==> config.mk <==
export PLATFORM = sky130hd
export DESIGN_NAME = aftab_daru_multibeat
export DESIGN_NICKNAME = d
export VERILOG_FILES = /design/src/rtl/aftab_daru_multibeat.sv
export SDC_FILE = /design/constraint.sdc
export NUM_CORES = 1
export LEC_CHECK = 0
export ABC_CLOCK_PERIOD_IN_PS = 2400
export BUFFER_PORTS_ARGS = -buffer_cell sky130_fd_sc_hd__buf_2
export CORE_MARGIN = 2
export CORE_UTILIZATION = 52
export CTS_CLUSTER_SIZE = 20
export DETAILED_ROUTE_END_ITERATION = 7
export GPL_ROUTABILITY_DRIVEN = 0
export MAX_ROUTING_LAYER = met4
export PLACE_DENSITY_LB_ADDON = 0.08
export SETUP_SLACK_MARGIN = 0.4
export SLEW_MARGIN = 5
export SYNTH_ARGS = -nofsm -noshare
export SYNTH_HDL_FRONTEND = slang
export SYNTH_SLANG_ARGS = --single-unit
==> constraint.sdc <==
create_clock -name clk -period 2.4 [get_ports clk]
set_input_delay 0.48 -clock clk [delete_from_list [all_inputs] [get_ports clk]]
set_output_delay 0.48 -clock clk [all_outputs]
set_load 0.1 [all_outputs]
==> src/rtl/aftab_daru_multibeat.sv <==
`default_nettype none
// ===========================================================================
// aftab_daru_multibeat: assembles 1/2/4-byte loads from MEM_BYTES-wide beats
// and sign/zero extends them; optional alignment check. Revision 1.0
// ===========================================================================
module aftab_daru_multibeat #(
  parameter int SIZE      = 32,
  parameter int MEM_BYTES = 1
) (
  input  logic                   clk,
  input  logic                   rst,
  input  logic                   startDARU,
  input  logic                   memReady,
  input  logic                   dataInstrBar,
  input  logic                   checkMisalignedDARU,
  input  logic                   signedLoad,
  input  logic [SIZE-1:0]        addrIn,
  input  logic [1:0]             nBytes,
  input  logic [8*MEM_BYTES-1:0] memData,
  output logic                   readMem,
  output logic [SIZE-1:0]        addrOut,
  output logic [SIZE-1:0]        dataOut,
  output logic                   completeDARU,
  output logic                   busy,
  output logic                   instrMisalignedFlag,
  output logic                   loadMisalignedFlag
);

  typedef enum logic [1:0] {
    IDLE = 2'd0,
    READ = 2'd1,
    DONE = 2'd2
  } state_t;

  state_t          state_q, state_d;
  logic [2:0]      beat_q, beat_d;
  logic [1:0]      nbytes_q, nbytes_d;
  logic            signed_q, signed_d;
  logic [SIZE-1:0] addr_q, addr_d;
  logic [SIZE-1:0] data_q, data_d;
  logic            iflag_q, iflag_d;
  logic            lflag_q, lflag_d;
  logic            misaligned;
  logic [2:0]      acc_bytes;
  logic            last_beat;

  assign misaligned = checkMisalignedDARU &
                      (((nBytes == 2'b01) & addrIn[0]) |
                       (nBytes[1] & (addrIn[1:0] != 2'b00)));

  always_comb begin
    acc_bytes = 3'd4;
    if (nbytes_q == 2'b00)      acc_bytes = 3'd1;
    else if (nbytes_q == 2'b01) acc_bytes = 3'd2;
  end

  assign last_beat = (int'(beat_q) == (int'(acc_bytes) - 1) / MEM_BYTES);

  always_comb begin
    state_d  = state_q;
    beat_d   = beat_q;
    nbytes_d = nbytes_q;
    signed_d = signed_q;
    addr_d   = addr_q;
    data_d   = data_q;
    iflag_d  = iflag_q;
    lflag_d  = lflag_q;
    case (state_q)
      IDLE: begin
        if (startDARU) begin
          nbytes_d = nBytes;
          signed_d = signedLoad;
          data_d   = '0;
          beat_d   = '0;
          iflag_d  = 1'b0;
          lflag_d  = 1'b0;
          if (misaligned) begin
            lflag_d = dataInstrBar;
            iflag_d = ~dataInstrBar;
            state_d = DONE;
          end else begin
            addr_d  = addrIn;
            state_d = READ;
          end
        end
      end
      READ: begin
        if (memReady) begin
          // Result byte b comes from beat b/MEM_BYTES, lane b%MEM_BYTES.
          for (int b = 0; b < 4; b++) begin
            if ((b * 8 + 8 <= SIZE) && (b < int'(acc_bytes)) &&
                (int'(beat_q) == b / MEM_BYTES)) begin
              data_d[b*8 +: 8] = memData[(b % MEM_BYTES)*8 +: 8];
            end
          end
          beat_d = beat_q + 3'd1;
          if (last_beat) begin
            if (acc_bytes == 3'd1)
              data_d[SIZE-1:8] = {(SIZE-8){signed_q & data_d[7]}};
            else if (acc_bytes == 3'd2)
              data_d[SIZE-1:16] = {(SIZE-16){signed_q & data_d[15]}};
            state_d = DONE;
          end else begin
            addr_d = addr_q + SIZE'(MEM_BYTES);
          end
        end
      end
      DONE:    state_d = IDLE;
      default: state_d = IDLE;
    endcase
  end

  always_ff @(posedge clk or negedge rst) begin
    if (!rst) begin
      state_q  <= IDLE;
      beat_q   <= '0;
      nbytes_q <= '0;
      signed_q <= 1'b0;
      addr_q   <= '0;
      data_q   <= '0;
      iflag_q  <= 1'b0;
      lflag_q  <= 1'b0;
    end else begin
      state_q  <= state_d;
      beat_q   <= beat_d;
      nbytes_q <= nbytes_d;
      signed_q <= signed_d;
      addr_q   <= addr_d;
      data_q   <= data_d;
      iflag_q  <= iflag_d;
      lflag_q  <= lflag_d;
    end
  end

  assign readMem             = (state_q == READ);
  assign busy                = (state_q != IDLE);
  assign completeDARU        = (state_q == DONE);
  assign addrOut             = addr_q;
  assign dataOut             = data_q;
  assign instrMisalignedFlag = iflag_q;
  assign loadMisalignedFlag  = lflag_q;

endmodule
`default_nettype wire

==> flow_metrics.env, run 1 <==
export IMPL_drt_total_wl_mm=12.0
export IMPL_end_kind="flip-flop"
export IMPL_crit_start="beat_q[1]"
export IMPL_placed_cells=654
export IMPL_antennaDiodeCount=0
export IMPL_synth_edff_count=0
export IMPL_final_area_mm2=0.00549
export IMPL_numCtsBuffers=9
export IMPL_yosysWarnings=0
export IMPL_slew_headroom_pct=66.2
export IMPL_hold_violations=0
export IMPL_crit_path_start_kind="flip-flop"
export IMPL_vias=4144
export IMPL_rsz0062_at_grt="true"
export IMPL_numPortBuffers=117
export IMPL_status="finished clean"
export IMPL_die_width_um=93.1
export IMPL_fin_tns_setup_ns=0
export IMPL_insertion_delay_ns=0.36
export IMPL_timing_final_crit_share_pct=84.0
export IMPL_cts_clk_slew_worst_paths_ns=0.09
export IMPL_initial_utilization_pct=53.4
export IMPL_grt_pass1_vias=3688
export IMPL_dpl_cell_area_mm2=0.00501
export IMPL_maxCapViolCount=0
export IMPL_core_mm2=0.00773
export IMPL_drv_slew=0
export IMPL_drc=0
export IMPL_synth_area_mm2=0.00413
export IMPL_cts_htree_levels=3
export IMPL_path_class="reg2reg"
export IMPL_fin_util_pct=71.1
export IMPL_postSynthCellCount=439
export IMPL_synth_nets=494
export IMPL_grt_total_usage_pct=28.3
export IMPL_layout_nets=636
export IMPL_cp_max_fo=8
export IMPL_r2r_end="dataOut[26]"
export IMPL_stdcell_count=688
export IMPL_syn_area_per_cell_um2=9.40
export IMPL_fmax_mhz=496
export IMPL_hp_class="in2async"
export IMPL_setup_viol=0
export IMPL_synth_main_ff_cell="dfrtp_1"
export IMPL_syn_to_final_growth_pct=33.1
export IMPL_synth_seq_cells=74
export IMPL_rows=32
export IMPL_antenna_found_initial=0
export IMPL_wl_per_cell_um=17.4
export IMPL_io_pins=118
export IMPL_antenna_left=0
export IMPL_fin_skew_ns=0.00980
export IMPL_die_h_um=93.1
export IMPL_tightestPinTransition_ns=0.511
export IMPL_synth_seq_area_share_pct=44.9
export IMPL_cts_sinks=74
export IMPL_grt_pass1_wl_mm=18.8
export IMPL_r2r_start="beat_q[1]"
export IMPL_synth_cell_types=63
export IMPL_layout_drive_gt1_share_pct=40.6
export IMPL_routed_via_density=6.02
export IMPL_dp_final_hpwl_mm=8.29
export IMPL_cts_tree="done"
export IMPL_post_route_min_period_ns=2.01
export IMPL_cts_path_max_buffers=2
export IMPL_firstDrtPassIters=5
export IMPL_regToRegSetupSlack_ns=0.39
export IMPL_gr_total_overflow=0
export IMPL_die_area_mm2=0.00866
export IMPL_grt_max_degree=75
export IMPL_cp_data_arrival_time_ns=2.31
export IMPL_clockRootBuffer="clkbuf_8"
export IMPL_rr_worst_depth=8
export IMPL_dr_first_iter_drc_count=330
export IMPL_async_flop_share_pct=100
export IMPL_required_ns=2.69
[what timing repair did]
action                                  in CTS  in global routing
hold endpoints to repair                     0                  0
pin swaps                                    4                  8
cloned                                       0                  1
hold buffers                                 0                  0
endpoints found under the setup margin      43                 51
setup buffers                                6                 11
gates resized for setup                     14                 15
[final cells by class]
cell class | instances | area, um^2
multi-input cells | 318 | 2180
flip-flops and latches | 74 | 1920
fillers | 614 | 2230
well taps | 102 | 128
clock inverters | 7 | 83.8
repair buffers | 157 | 973
clock buffers | 9 | 124
inverters | 21 | 83.8
[flip-flops by register name, summed over array words and instances, names as in the netlist]
register,flops
nbytes_q,2
beat_q,3
instrMisalignedFlag,1
loadMisalignedFlag,1
state_q,2
addrOut,32
signed_q,1
dataOut,32
[worst max path at each step]
stage | to | depth (start not counted)
2_1_floorplan | addrOut[28] | 7
3_3_place_gp | dataOut[18] | 7
3_5_place_dp | dataOut[22] | 7
4_1_cts | dataOut[15] | 7
5_1_grt | dataOut[26] | 8
6_report | dataOut[26] | 8
[layout by cell type (no fill, tap or decap), types with 9 or more instances in the layout]
master	n
dfrtp_2	23
dfrtp_1	41
nand4_1	13
dfrtp_4	10
a21oi_1	38
a2bb2oi_1	16
o221a_1	16
nand3_1	19
buf_4	33
clkbuf_8	9
o22ai_1	23
nor2_1	23
o21ai_0	28
nand2_1	53
inv_1	18
buf_2	115
[metrics by stage]
step,setup slack (ns),hold WS (ns)
3_3_place_gp,0.346,0.457
2_1_floorplan,0.322,0.184
6_report,0.385,0.148
5_1_grt,0.320,0.170
3_5_place_dp,0.215,0.466
4_1_cts,0.380,0.169
[synth_stat cells, types with 9 or more instances]
library cell	n	share of area [%]
o22ai_1	24	3.6
inv_1	20	1.8
o221a_1	16	4.4
o21ai_0	29	3.5
dfrtp_1	74	45
clkbuf_1	9	0.82
nand2_1	53	4.8
a21oi_1	39	4.7
nand3_1	21	2.5
nand4_1	13	2.0
nor2_1	25	2.3
buf_2	9	1.1
a2bb2oi_1	16	3.4
[worst max-delay path, stage by stage (launching register included)]
cell and delay [ns]:
dfrtp_2 0.43, inv_2 0.09, ha_4 0.14, or2b_4 0.27, mux2i_1 0.12, mux2_4 0.31, o22ai_4 0.23, clkbuf_16 0.20
o221a_1 0.16
[cells by family (layout without fill, tap and decap cells)]
group / Yosys count / in the layout / synth area share (%)
AO/OA/AOI/OAI: 154 / 154 / 26.9
XOR/XNOR: 1 / 1 / 0.212
adder cells (fa/ha/maj): 6 / 6 / 1.82
buffers and inverters: 47 / 194 / 5.49
flip-flops: 74 / 74 / 44.9
multiplexers: 5 / 5 / 1.24
AND/OR/NAND/NOR: 152 / 152 / 19.5
[layer usage]
metal  up-vias  GRT usage [%]  routed length (um)
li1       1945              -                   -
met1      2015           41.1                5420
met2       162           41.2                5490
met3        22           4.35                 780
met4         0           8.46                 261
met5         -              -                   0
Power of run 1 is left out: the tool's default activity adds up to more than one toggle a clock period on the data nets, which glitch-free logic cannot reach.
==> run 2, diff against run 1 <==
--- a/config.mk
+++ b/config.mk
@@ -5,10 +5,10 @@
 export SDC_FILE = /design/constraint.sdc
 export NUM_CORES = 1
 export LEC_CHECK = 0
-export ABC_CLOCK_PERIOD_IN_PS = 2400
+export ABC_CLOCK_PERIOD_IN_PS = 1800
 export BUFFER_PORTS_ARGS = -buffer_cell sky130_fd_sc_hd__buf_2
 export CORE_MARGIN = 2
-export CORE_UTILIZATION = 52
+export CORE_UTILIZATION = 47
 export CTS_CLUSTER_SIZE = 20
 export DETAILED_ROUTE_END_ITERATION = 7
 export GPL_ROUTABILITY_DRIVEN = 0
==> constraint.sdc (replaced) <==
create_clock -name clk -period 1.8 [get_ports clk]
set_input_delay 0.36 -clock clk [delete_from_list [all_inputs] [get_ports clk]]
set_output_delay 0.36 -clock clk [all_outputs]
set_load 0.1 [all_outputs]
==> run 2 against run 1 <==
The flow now finishes with violations (negative hold slack, negative setup slack). First-iteration DRC count decreased by 23%. Wire length increased by 27%. Register-to-register slack worse by 0.59 ns. Hold slack worse by 0.16 ns. Via count rose by 10%. Die area grew 10%. Critical path depth did not move. Count of clock-buffer cells in the layout stayed put. Sequential cell count is the same. Largest cell class unchanged.
==> flow_metrics.env, run 2 (synthesis gave the netlist of run 1 again) <==
export IMPL_status="finished, violations left"
export IMPL_violations="negative hold slack, negative setup slack"
export IMPL_core_mm2=0.00864
export IMPL_dpl_cell_area_mm2=0.00558
export IMPL_numPortBuffers=117
export IMPL_maxCapViolCount=0
export IMPL_drv_slew=0
export IMPL_stdcell_count=761
export IMPL_cts_sinks=74
export IMPL_grt_pass1_vias=4500
export IMPL_placed_cells=700
export IMPL_wl_per_cell_um=19.9
export IMPL_grt_max_degree=75
export IMPL_hold_violations=12
export IMPL_vias=4573
export IMPL_rsz0062_at_grt="true"
export IMPL_syn_to_final_growth_pct=77.0
export IMPL_io_pins=118
export IMPL_final_area_mm2=0.00730
export IMPL_cp_max_fo=5
export IMPL_drt_total_wl_mm=15.1
export IMPL_clockRootBuffer="clkbuf_8"
export IMPL_fmax_mhz=499
export IMPL_numCtsBuffers=9
export IMPL_dp_final_hpwl_mm=8.61
export IMPL_slew_headroom_pct=63.1
export IMPL_antenna_found_initial=0
export IMPL_layout_common_cells="70 x buf_4, 57 x buf_6, 47 x buf_2, 43 x nand2_1, 38 x dfrtp_1"
export IMPL_mostFrequentLayoutCell="buf_4"
export IMPL_cts_tree="done"
export IMPL_end_kind="flip-flop"
export IMPL_insertion_delay_ns=0.37
export IMPL_cts_path_max_buffers=2
export IMPL_pre_cts_slack_ns=-0.200
export IMPL_cp_data_arrival_time_ns=2.27
export IMPL_antennaDiodeCount=0
export IMPL_routed_via_density=6.01
export IMPL_regToRegSetupSlack_ns=-0.20
export IMPL_cts_clk_slew_worst_paths_ns=0.09
export IMPL_layout_nets=703
export IMPL_grt_pass1_wl_mm=22.8
export IMPL_die_h_um=97.7
export IMPL_fin_tns_setup_ns=-5.86
export IMPL_cts_htree_levels=3
export IMPL_fin_skew_ns=0.0153
export IMPL_hp_class="in2async"
export IMPL_post_route_min_period_ns=2.00
export IMPL_required_ns=2.07
export IMPL_gr_total_overflow=0
export IMPL_grt_total_usage_pct=30.3
export IMPL_path_class="reg2reg"
export IMPL_setup_viol=55
export IMPL_die_area_mm2=0.00955
export IMPL_fin_hold_ws_ns=-0.0144
export IMPL_crit_path_start_kind="flip-flop"
export IMPL_initial_utilization_pct=47.8
export IMPL_rows=34
export IMPL_dr_first_iter_drc_count=254
export IMPL_timing_final_ws_setup_ns=-0.202
export IMPL_antenna_left=0
export IMPL_timing_final_crit_share_pct=111
export IMPL_drc=0
export IMPL_die_width_um=97.7
export IMPL_tightestPinTransition_ns=0.552
export IMPL_firstDrtPassIters=5
export IMPL_hold_buffers=0
export IMPL_layout_drive_gt1_share_pct=56.4
==> run 2: cell types whose count changed in the layout (fill, tap and decap cells not counted), moves of 12 or more <==
| cell | delta |
|---|---|
| buf_12 | +33 |
| buf_2 | -68 |
| a21oi_1 | -15 |
| dfrtp_4 | +13 |
| o21ai_1 | +12 |
| a21oi_2 | +12 |
| o21ai_0 | -24 |
| buf_6 | +53 |
| buf_4 | +37 |
==> run 2: worst paths after layout <==
kind | from | to | depth (start not counted)
max in group asynchronous | rst | beat_q[1] | 2
max reg2reg | beat_q[1] | addrOut[17] | 8
min | rst | addrOut[9] | 2
min in group clk | dataInstrBar | instrMisalignedFlag | 2
min reg2reg | loadMisalignedFlag | loadMisalignedFlag | 2
max | beat_q[1] | addrOut[17] | 8
==> run 2: area by class of cell <==
class,count,area (um^2)
multi-input cells,321,2590
repair buffers,221,2340
flip-flops and latches,74,1950
fillers,444,1330
well taps,108,135
clock buffers,9,124
clock inverters,7,85.1
inverters,21,83.8
==> run 2: critical path, cell delays in order, from the launching register on <==
cell	delay, ns
dfrtp_2	0.45
buf_4	0.15
and3_4	0.16
o31ai_4	0.32
o221ai_4	0.21
buf_6	0.18
buf_8	0.13
a21oi_2	0.11
a2bb2oi_1	0.21
==> run 2: layer usage <==
| metal | vias up | wire length (um) | global-route usage (%) |
|---|---|---|---|
| li1 | 2084 | - | - |
| met3 | 49 | 858 | 4.10 |
| met2 | 221 | 7980 | 50.5 |
| met5 | - | 0 | - |
| met4 | 0 | 468 | 12.6 |
| met1 | 2219 | 5830 | 37.3 |
==> run 2: what timing repair did <==
item,in CTS,in global routing
gates resized for setup,209,91
cloned,6,1
buffers inserted,19,19
setup endpoints to repair,135,130
pin swaps,23,20
==> run 2: per-stage QoR <==
step / hold WS (ns) / utilization, %
floorplan: 0.0644 / -
global placement: 0.407 / 64.6
detailed placement: 0.409 / 64.6
CTS: 0.0172 / 78.4
global route: 0.0163 / 84.6
finish: -0.0144 / 84.6
Power of run 2 is left out for the same reason.
